==> src/rtl/fb_scan_reader_if.sv <==
// Framebuffer read-port bundle: the scanner drives address/enable,
// the memory answers with one pixel bit a fixed number of cycles later.
interface fb_scan_reader_if #(
    parameter int ADDR_WIDTH = 19
);
    logic [ADDR_WIDTH-1:0] addrRD;
    logic                  rdEn;
    logic                  dataRD;

    modport master (output addrRD, output rdEn, input dataRD);
    modport slave  (input addrRD, input rdEn, output dataRD);
endinterface

==> src/rtl/fb_scan_reader.sv <==
// Raster scanner for the 1-bit trace framebuffer: VGA timing, pipelined
// read addressing, realignment of returned pixels and scope-grid overlay.
module fb_scan_reader #(
    parameter int          ADDR_WIDTH  = 19,
    parameter int          WIDTH       = 640,
    parameter int          HEIGHT      = 480,
    parameter int          H_FP        = 16,
    parameter int          H_SYNC      = 96,
    parameter int          H_BP        = 48,
    parameter int          V_FP        = 10,
    parameter int          V_SYNC      = 2,
    parameter int          V_BP        = 33,
    parameter int          RD_LAT      = 2,
    parameter int          GRID_X      = 80,
    parameter int          GRID_Y      = 60,
    parameter logic [11:0] TRACE_COLOR = 12'hFF0,
    parameter logic [11:0] GRID_COLOR  = 12'h444,
    parameter logic [11:0] BG_COLOR    = 12'h000
) (
    input  logic              clkRD,
    input  logic              rst,
    fb_scan_reader_if.master  fbRd,
    output logic              hsync,
    output logic              vsync,
    output logic              de,
    output logic [11:0]       rgb,
    output logic              frameStart
);

    localparam int H_TOTAL = WIDTH + H_FP + H_SYNC + H_BP;
    localparam int V_TOTAL = HEIGHT + V_FP + V_SYNC + V_BP;
    localparam int HW      = $clog2(H_TOTAL);
    localparam int VW      = $clog2(V_TOTAL);
    localparam int GXW     = $clog2(GRID_X + 1);
    localparam int GYW     = $clog2(GRID_Y + 1);
    localparam int MW      = ADDR_WIDTH + 9;
    localparam int L       = 2 + RD_LAT;

    localparam logic [HW-1:0]  H_LAST     = HW'(H_TOTAL - 1);
    localparam logic [HW-1:0]  H_ACT      = HW'(WIDTH);
    localparam logic [HW-1:0]  H_ACT_LAST = HW'(WIDTH - 1);
    localparam logic [HW-1:0]  HS_START   = HW'(WIDTH + H_FP);
    localparam logic [HW-1:0]  HS_END     = HW'(WIDTH + H_FP + H_SYNC);
    localparam logic [VW-1:0]  V_LAST     = VW'(V_TOTAL - 1);
    localparam logic [VW-1:0]  V_ACT      = VW'(HEIGHT);
    localparam logic [VW-1:0]  V_ACT_LAST = VW'(HEIGHT - 1);
    localparam logic [VW-1:0]  VS_START   = VW'(HEIGHT + V_FP);
    localparam logic [VW-1:0]  VS_END     = VW'(HEIGHT + V_FP + V_SYNC);
    localparam logic [GXW-1:0] GX_LAST    = GXW'(GRID_X - 1);
    localparam logic [GYW-1:0] GY_LAST    = GYW'(GRID_Y - 1);

    // Flag bundle carried down the delay line: {first, grid, active, vs_n, hs_n}.
    localparam logic [4:0] FLAGS_RESET = 5'b00011;

    logic [HW-1:0]  hCnt;
    logic [VW-1:0]  vCnt;
    logic [GXW-1:0] gx;
    logic [GYW-1:0] gy;

    logic           active0;
    logic           hsN0;
    logic           vsN0;
    logic           grid0;
    logic           first0;
    logic [4:0]     flags0;

    logic [MW-1:0]         rowMul;
    logic [HW-1:0]         col1;
    logic                  active1;
    logic [MW-1:0]         addrSum;
    logic [ADDR_WIDTH-1:0] addrReg;
    logic                  rdEnReg;

    logic [4:0]     flagsL;

    // Timing counters; gx/gy track position within the grid cell so no modulo is needed.
    always_ff @(posedge clkRD) begin
        if (rst) begin
            hCnt <= '0;
            vCnt <= '0;
            gx   <= '0;
            gy   <= '0;
        end else if (hCnt == H_LAST) begin
            hCnt <= '0;
            gx   <= '0;
            if (vCnt == V_LAST) begin
                vCnt <= '0;
                gy   <= '0;
            end else begin
                vCnt <= vCnt + 1'b1;
                gy   <= (gy == GY_LAST) ? '0 : gy + 1'b1;
            end
        end else begin
            hCnt <= hCnt + 1'b1;
            gx   <= (gx == GX_LAST) ? '0 : gx + 1'b1;
        end
    end

    always_comb begin
        active0 = (hCnt < H_ACT) && (vCnt < V_ACT);
        hsN0    = !((hCnt >= HS_START) && (hCnt < HS_END));
        vsN0    = !((vCnt >= VS_START) && (vCnt < VS_END));
        grid0   = active0 && ((gx == '0) || (hCnt == H_ACT_LAST) ||
                              (gy == '0) || (vCnt == V_ACT_LAST));
        first0  = (hCnt == '0) && (vCnt == '0);
        flags0  = {first0, grid0, active0, vsN0, hsN0};
    end

    // Address stage 1: multiply once per pixel, carry column and active alongside.
    always_ff @(posedge clkRD) begin
        if (rst) begin
            rowMul  <= '0;
            col1    <= '0;
            active1 <= 1'b0;
        end else begin
            rowMul  <= MW'(vCnt) * MW'(WIDTH);
            col1    <= hCnt;
            active1 <= active0;
        end
    end

    assign addrSum = rowMul + MW'(col1);

    always_ff @(posedge clkRD) begin
        if (rst) begin
            addrReg <= '0;
            rdEnReg <= 1'b0;
        end else begin
            addrReg <= active1 ? addrSum[ADDR_WIDTH-1:0] : '0;
            rdEnReg <= active1;
        end
    end

    assign fbRd.addrRD = addrReg;
    assign fbRd.rdEn   = rdEnReg;

    // Flag delay line matches address pipeline plus memory latency.
    genvar gi;
    generate
        for (gi = 0; gi < L; gi++) begin : g_dly
            logic [4:0] q;
            if (gi == 0) begin : g_head
                always_ff @(posedge clkRD) begin
                    if (rst) q <= FLAGS_RESET;
                    else     q <= flags0;
                end
            end else begin : g_tail
                always_ff @(posedge clkRD) begin
                    if (rst) q <= FLAGS_RESET;
                    else     q <= g_dly[gi-1].q;
                end
            end
        end
    endgenerate

    assign flagsL = g_dly[L-1].q;

    // dataRD only matters while the aligned active flag is set, so memory X in blanking is masked.
    always_ff @(posedge clkRD) begin
        if (rst) begin
            hsync      <= 1'b1;
            vsync      <= 1'b1;
            de         <= 1'b0;
            rgb        <= 12'h000;
            frameStart <= 1'b0;
        end else begin
            hsync      <= flagsL[0];
            vsync      <= flagsL[1];
            de         <= flagsL[2];
            frameStart <= flagsL[4] && flagsL[2];
            if (!flagsL[2])
                rgb <= 12'h000;
            else if (fbRd.dataRD === 1'b1)
                rgb <= TRACE_COLOR;
            else if (flagsL[3])
                rgb <= GRID_COLOR;
            else
                rgb <= BG_COLOR;
        end
    end

endmodule

==> src/flat_wrapper.sv <==
// flat-port wrapper written by rule: the top's interface ports become plain ports
module fb_scan_reader_flat 
#(
    parameter int          ADDR_WIDTH  = 19,
    parameter int          WIDTH       = 640,
    parameter int          HEIGHT      = 480,
    parameter int          H_FP        = 16,
    parameter int          H_SYNC      = 96,
    parameter int          H_BP        = 48,
    parameter int          V_FP        = 10,
    parameter int          V_SYNC      = 2,
    parameter int          V_BP        = 33,
    parameter int          RD_LAT      = 2,
    parameter int          GRID_X      = 80,
    parameter int          GRID_Y      = 60,
    parameter logic [11:0] TRACE_COLOR = 12'hFF0,
    parameter logic [11:0] GRID_COLOR  = 12'h444,
    parameter logic [11:0] BG_COLOR    = 12'h000
)
  (clkRD, rst, hsync, vsync, de, rgb, frameStart, fbRd_addrRD, fbRd_rdEn, fbRd_dataRD);
  fb_scan_reader_if #(.ADDR_WIDTH(ADDR_WIDTH)) fbRd_i ();
  input  logic clkRD;
  input  logic rst;
  output logic hsync;
  output logic vsync;
  output logic de;
  output logic [11:0] rgb;
  output logic frameStart;
  output wire logic [$bits(fbRd_i.addrRD)-1:0] fbRd_addrRD;
  output wire logic [$bits(fbRd_i.rdEn)-1:0] fbRd_rdEn;
  input wire logic [$bits(fbRd_i.dataRD)-1:0] fbRd_dataRD;
  assign fbRd_addrRD = fbRd_i.addrRD;
  assign fbRd_rdEn = fbRd_i.rdEn;
  assign fbRd_i.dataRD = fbRd_dataRD;
  fb_scan_reader #(.ADDR_WIDTH(ADDR_WIDTH), .WIDTH(WIDTH), .HEIGHT(HEIGHT), .H_FP(H_FP), .H_SYNC(H_SYNC), .H_BP(H_BP), .V_FP(V_FP), .V_SYNC(V_SYNC), .V_BP(V_BP), .RD_LAT(RD_LAT), .GRID_X(GRID_X), .GRID_Y(GRID_Y), .TRACE_COLOR(TRACE_COLOR), .GRID_COLOR(GRID_COLOR), .BG_COLOR(BG_COLOR)) u_core (.clkRD(clkRD), .rst(rst), .fbRd(fbRd_i), .hsync(hsync), .vsync(vsync), .de(de), .rgb(rgb), .frameStart(frameStart));
endmodule
==> config.mk <==
export PLATFORM = sky130hd
export DESIGN_NAME = fb_scan_reader_flat
export DESIGN_NICKNAME = d
export VERILOG_FILES = /design/src/rtl/fb_scan_reader_if.sv /design/src/rtl/fb_scan_reader.sv /design/src/flat_wrapper.sv
export SDC_FILE = /design/constraint.sdc
export NUM_CORES = 1
export LEC_CHECK = 0
export ABC_AREA = 0
export CELL_PAD_IN_SITES_DETAIL_PLACEMENT = 2
export CELL_PAD_IN_SITES_GLOBAL_PLACEMENT = 2
export CORE_MARGIN = 2
export CORE_UTILIZATION = 43
export DETAILED_ROUTE_END_ITERATION = 12
export DONT_BUFFER_PORTS = 1
export PLACE_DENSITY_LB_ADDON = 0.25
export SKIP_CTS_REPAIR_TIMING = 1
export SLEW_MARGIN = 5
export SYNTH_ARGS = -nofsm -noshare
export SYNTH_HDL_FRONTEND = slang
export SYNTH_SLANG_ARGS = --single-unit
==> constraint.sdc <==
create_clock -name clkRD -period 3.4 [get_ports clkRD]
set_clock_uncertainty 0.2 [all_clocks]
set_input_delay 0.68 -clock clkRD [delete_from_list [all_inputs] [get_ports clkRD]]
set_output_delay 0.68 -clock clkRD [all_outputs]
set_load 0.01 [all_outputs]
==> metrics.md <==
| Metric | Value |
|---|---|
| Status | complete, no violations |
| Yosys reg bits | slightly above 100 |
| Worst-Margin Slew | 0.6918 ns |
| Worst setup path class | register to register |
| CTS buffer count | 9 |
| DP HPWL | 6.631 mm |
| Register area share after synthesis | 48.88% |
| Core outline area | 0.009284 mm^2 |
| Antenna violations before repair | 0 |
| Worst setup EP type | register |
| Clk root buf | clkbuf_8 |
| Max Cap Viol | 0 |
| Min-delay worst type | input pin to register |
| P_int | approximately 0.0015 W |
| Clock network power share | 38.1% |
| Clock insertion delay at the later pin of the skew report | 0.37 ns |
| Initial DRC Count | 101 |
| N_diodes | 0 |
| Max frequency | 0.3596 GHz |
| Synth cell types | 45 |
| Max VDD drop | 0.0002154 V |
| Avg Cell Area, Syn | slightly below 10 um^2 |
| Die area | around 0.010 mm^2 |
| IO Count | 39 |
| Static Leak | 1.777 nW |
| Switching share of power | 25.11% |
| PortBufs | 0 |
| Placed insts | 538 |
| DR vias | 2885 |
| Reg2Reg Depth | 9 |
| GRT overflow | 0 |
| Synth Cell Area | 0.004136 mm^2 |
| Most used flip-flop cell after synthesis | dfxtp_1 |
| Vias per cell | 5.208 |
| Normalized max-slew margin | 53.50% |
| Die width | 102.1 um |
| Total Routing Usage GR | about 20% |
| Die Y | ~100 um |
| Final core utilization | a little under half |
| Power share of the sequential group | about three fifths |
| Worst-path maximum fanout | 8 |
| Clock Tree Buf Depth | 2 |
| First-pass GRT wire length | 15.85 mm |
| Fillers | 1018 |
| CTS Sinks | 101 |
| Setup Total Neg Slack | 0 ns |
| FP Rows | 35 |
| Worst Path Arrival | 2.87 ns |
| Post-layout min period | around 2.8 ns |
| Area delta synth->final | 6.322% |
| Unrepaired setup endpoints after global routing | false |
| DRC | 0 |
| PD cells | 460.1 mW/mm^2 |
| Number of synthesized flops with an enable pin | 0 |
| Final Slew Violations | 0 |
| Final WL | 9.377 mm |
| Starting Density | 44.56% |
| CTS tree | yes |
| Final setup fails | 0 |
| Share of layout cells above drive strength 1 | 8.000% |
| Worst setup SP type | register |
| DR pass1 iterations | 4 |
| Post-place setup slack | between 0.7 and 0.8 ns |
| Cells on Worst Hold Path | 1 |
| Routed wire per std cell | 16.93 um |
| Most common cell after layout, fill and taps aside | dfxtp_1 |
| Worst setup margin | approximately 0.62 ns |
| Sw power | 0.0005080 W |
| Pin count of the biggest net entering global routing | 52 |
| Layout Nets | around 450 |
| Final Non-Filler Cells | 554 |
| Period utilization | between 80% and 90% |
| Commonest non-fill, non-tap cells in the layout | 101 x dfxtp_1, 57 x nor2_1, 27 x ha_1 |
| Synth Warn # | 0 |
| Via count of the first global-routing pass | 3144 |
| CTS clk-pin slew, worst paths | 0.12 ns |
| Async set-reset flop share out of synthesis | 0% |
| Detail Route Antenna Nets | 0 |
| Worst path required time | around 3.5 ns |
| Gate power share | 2.0% |
| Cells after Synth | 428 |
| Final hold slack | between 0.15 and 0.2 ns |
| Gpl congestion | about 0.8 |
| Htree depth | 3 |
| Endpoints failing hold | 0 |
-- worst max-delay path, cell delays in order, from the launching register on --
cell     delay (ns)
dfxtp_1        0.52
ha_1           0.31
ha_1           0.25
inv_1          0.11
fa_1           0.21
nor2b_1        0.09
o31a_1         0.28
or2_2          0.29
a31oi_1        0.22
mux2i_1        0.24
-- final timing paths --
check                                                      from                              end  slack, ns
worst min register to register  u_core.g_dly[0].q[1]$_SDFF_PP1_  u_core.g_dly[1].q[1]$_SDFF_PP1_       0.22
worst max register to register      u_core.vCnt[3]$_SDFFE_PP0P_     u_core.rowMul[18]$_SDFF_PP0_       0.62
worst min-delay path                                        rst      u_core.flagsL[3]$_SDFF_PP0_       0.17
worst max-delay path                u_core.vCnt[3]$_SDFFE_PP0P_     u_core.rowMul[18]$_SDFF_PP0_       0.62
-- per-layer routing --
metal / up-vias / part of all wire [%] / track usage, %
met1: 1424 / 42 / 22.44
met3: 12 / 2.6 / 2.941
met5: - / 0 / 0
met4: 0 / 1.2 / 6.154
li1: 1399 / - / -
met2: 50 / 54 / 36.74
-- synthesized netlist by cell type (2+ instances only) --
| master | count | area (um^2) |
|---|---|---|
| o21ai_0 | 12 | 60.06 |
| or3_1 | 5 | 31.28 |
| inv_1 | 15 | 56.30 |
| dfxtp_1 | 101 | 2022 |
| nor4_1 | 5 | 31.28 |
| and3_1 | 4 | 25.02 |
| fa_1 | 2 | 40.04 |
| nand4_1 | 11 | 68.82 |
| xnor2_1 | 14 | 122.6 |
| buf_2 | 3 | 15.01 |
| nor2b_1 | 23 | 143.9 |
| a22oi_1 | 2 | 15.01 |
| nor2_1 | 57 | 214.0 |
| clkbuf_1 | 8 | 30.03 |
| and2_1 | 12 | 75.07 |
| nand3b_1 | 3 | 22.52 |
| or2_2 | 12 | 75.07 |
| o21a_1 | 4 | 30.03 |
| a21oi_1 | 8 | 40.04 |
| a21o_1 | 4 | 30.03 |
| a211oi_1 | 3 | 22.52 |
| or4_1 | 3 | 22.52 |
| ha_1 | 27 | 337.8 |
| nor4_2 | 2 | 25.02 |
| xor2_1 | 18 | 157.7 |
| nand2b_1 | 5 | 31.28 |
| nor3_1 | 11 | 55.05 |
| buf_4 | 9 | 67.56 |
| nand2_1 | 19 | 71.32 |
| o31a_1 | 2 | 17.52 |
| nand3_1 | 10 | 50.05 |
-- sequential cells by signal, indices dropped and copies added (netlist names) --
signal,count
u_core.vsync,1
u_core.g_dly.q,15
u_core.rgb,3
u_core.flagsL,5
u_core.rowMul,12
u_core.hCnt,10
u_core.hsync,1
u_core.fbRd.addrRD,19
u_core.de,1
u_core.col1,10
u_core.gx,7
u_core.gy,6
u_core.vCnt,10
u_core.frameStart,1
-- power groups by stage --
stage          Clock [W]  Sequential, W  Combinational (W)
3_5_place_dp           0        0.00124          0.0000414
2_1_floorplan          0        0.00123          0.0000441
4_1_cts         0.000796        0.00121          0.0000426
6_report        0.000771        0.00121          0.0000409
3_3_place_gp           0        0.00124          0.0000395
5_1_grt         0.000852        0.00121          0.0000479
-- through the flow --
step                      area [um^2]  power, W
after floorplan                  4144  0.001277
after global placement           4188  0.001276
after global routing             4398  0.002114
after CTS                        4398  0.002050
after detailed placement         4188  0.001280
final                            4398  0.002023
-- cells by family after synthesis --
family / count (synthesis) / synth area share [%]
AOI/OAI and AO/OA: 39 / 5.929
xor gates and xnor gates: 32 / 6.776
other: 1 / 0.09066
buffers and inverters: 36 / 4.204
DFF: 101 / 48.88
muxes: 2 / 0.5142
and+or+nand+nor: 188 / 24.47
adders and majority gates: 29 / 9.135
-- layout make-up --
cell class	count	area, um^2	area share [%]
Multi-Input combinational cell	293	1948	44.30
Sequential cell	101	2022	45.97
Tap cell	129	161.4	3.670
Inverter	15	56.30	1.280
Clock inverter	7	86.33	1.963
Clock buffer	9	123.9	2.817
(Power assumes the default switching activity.)
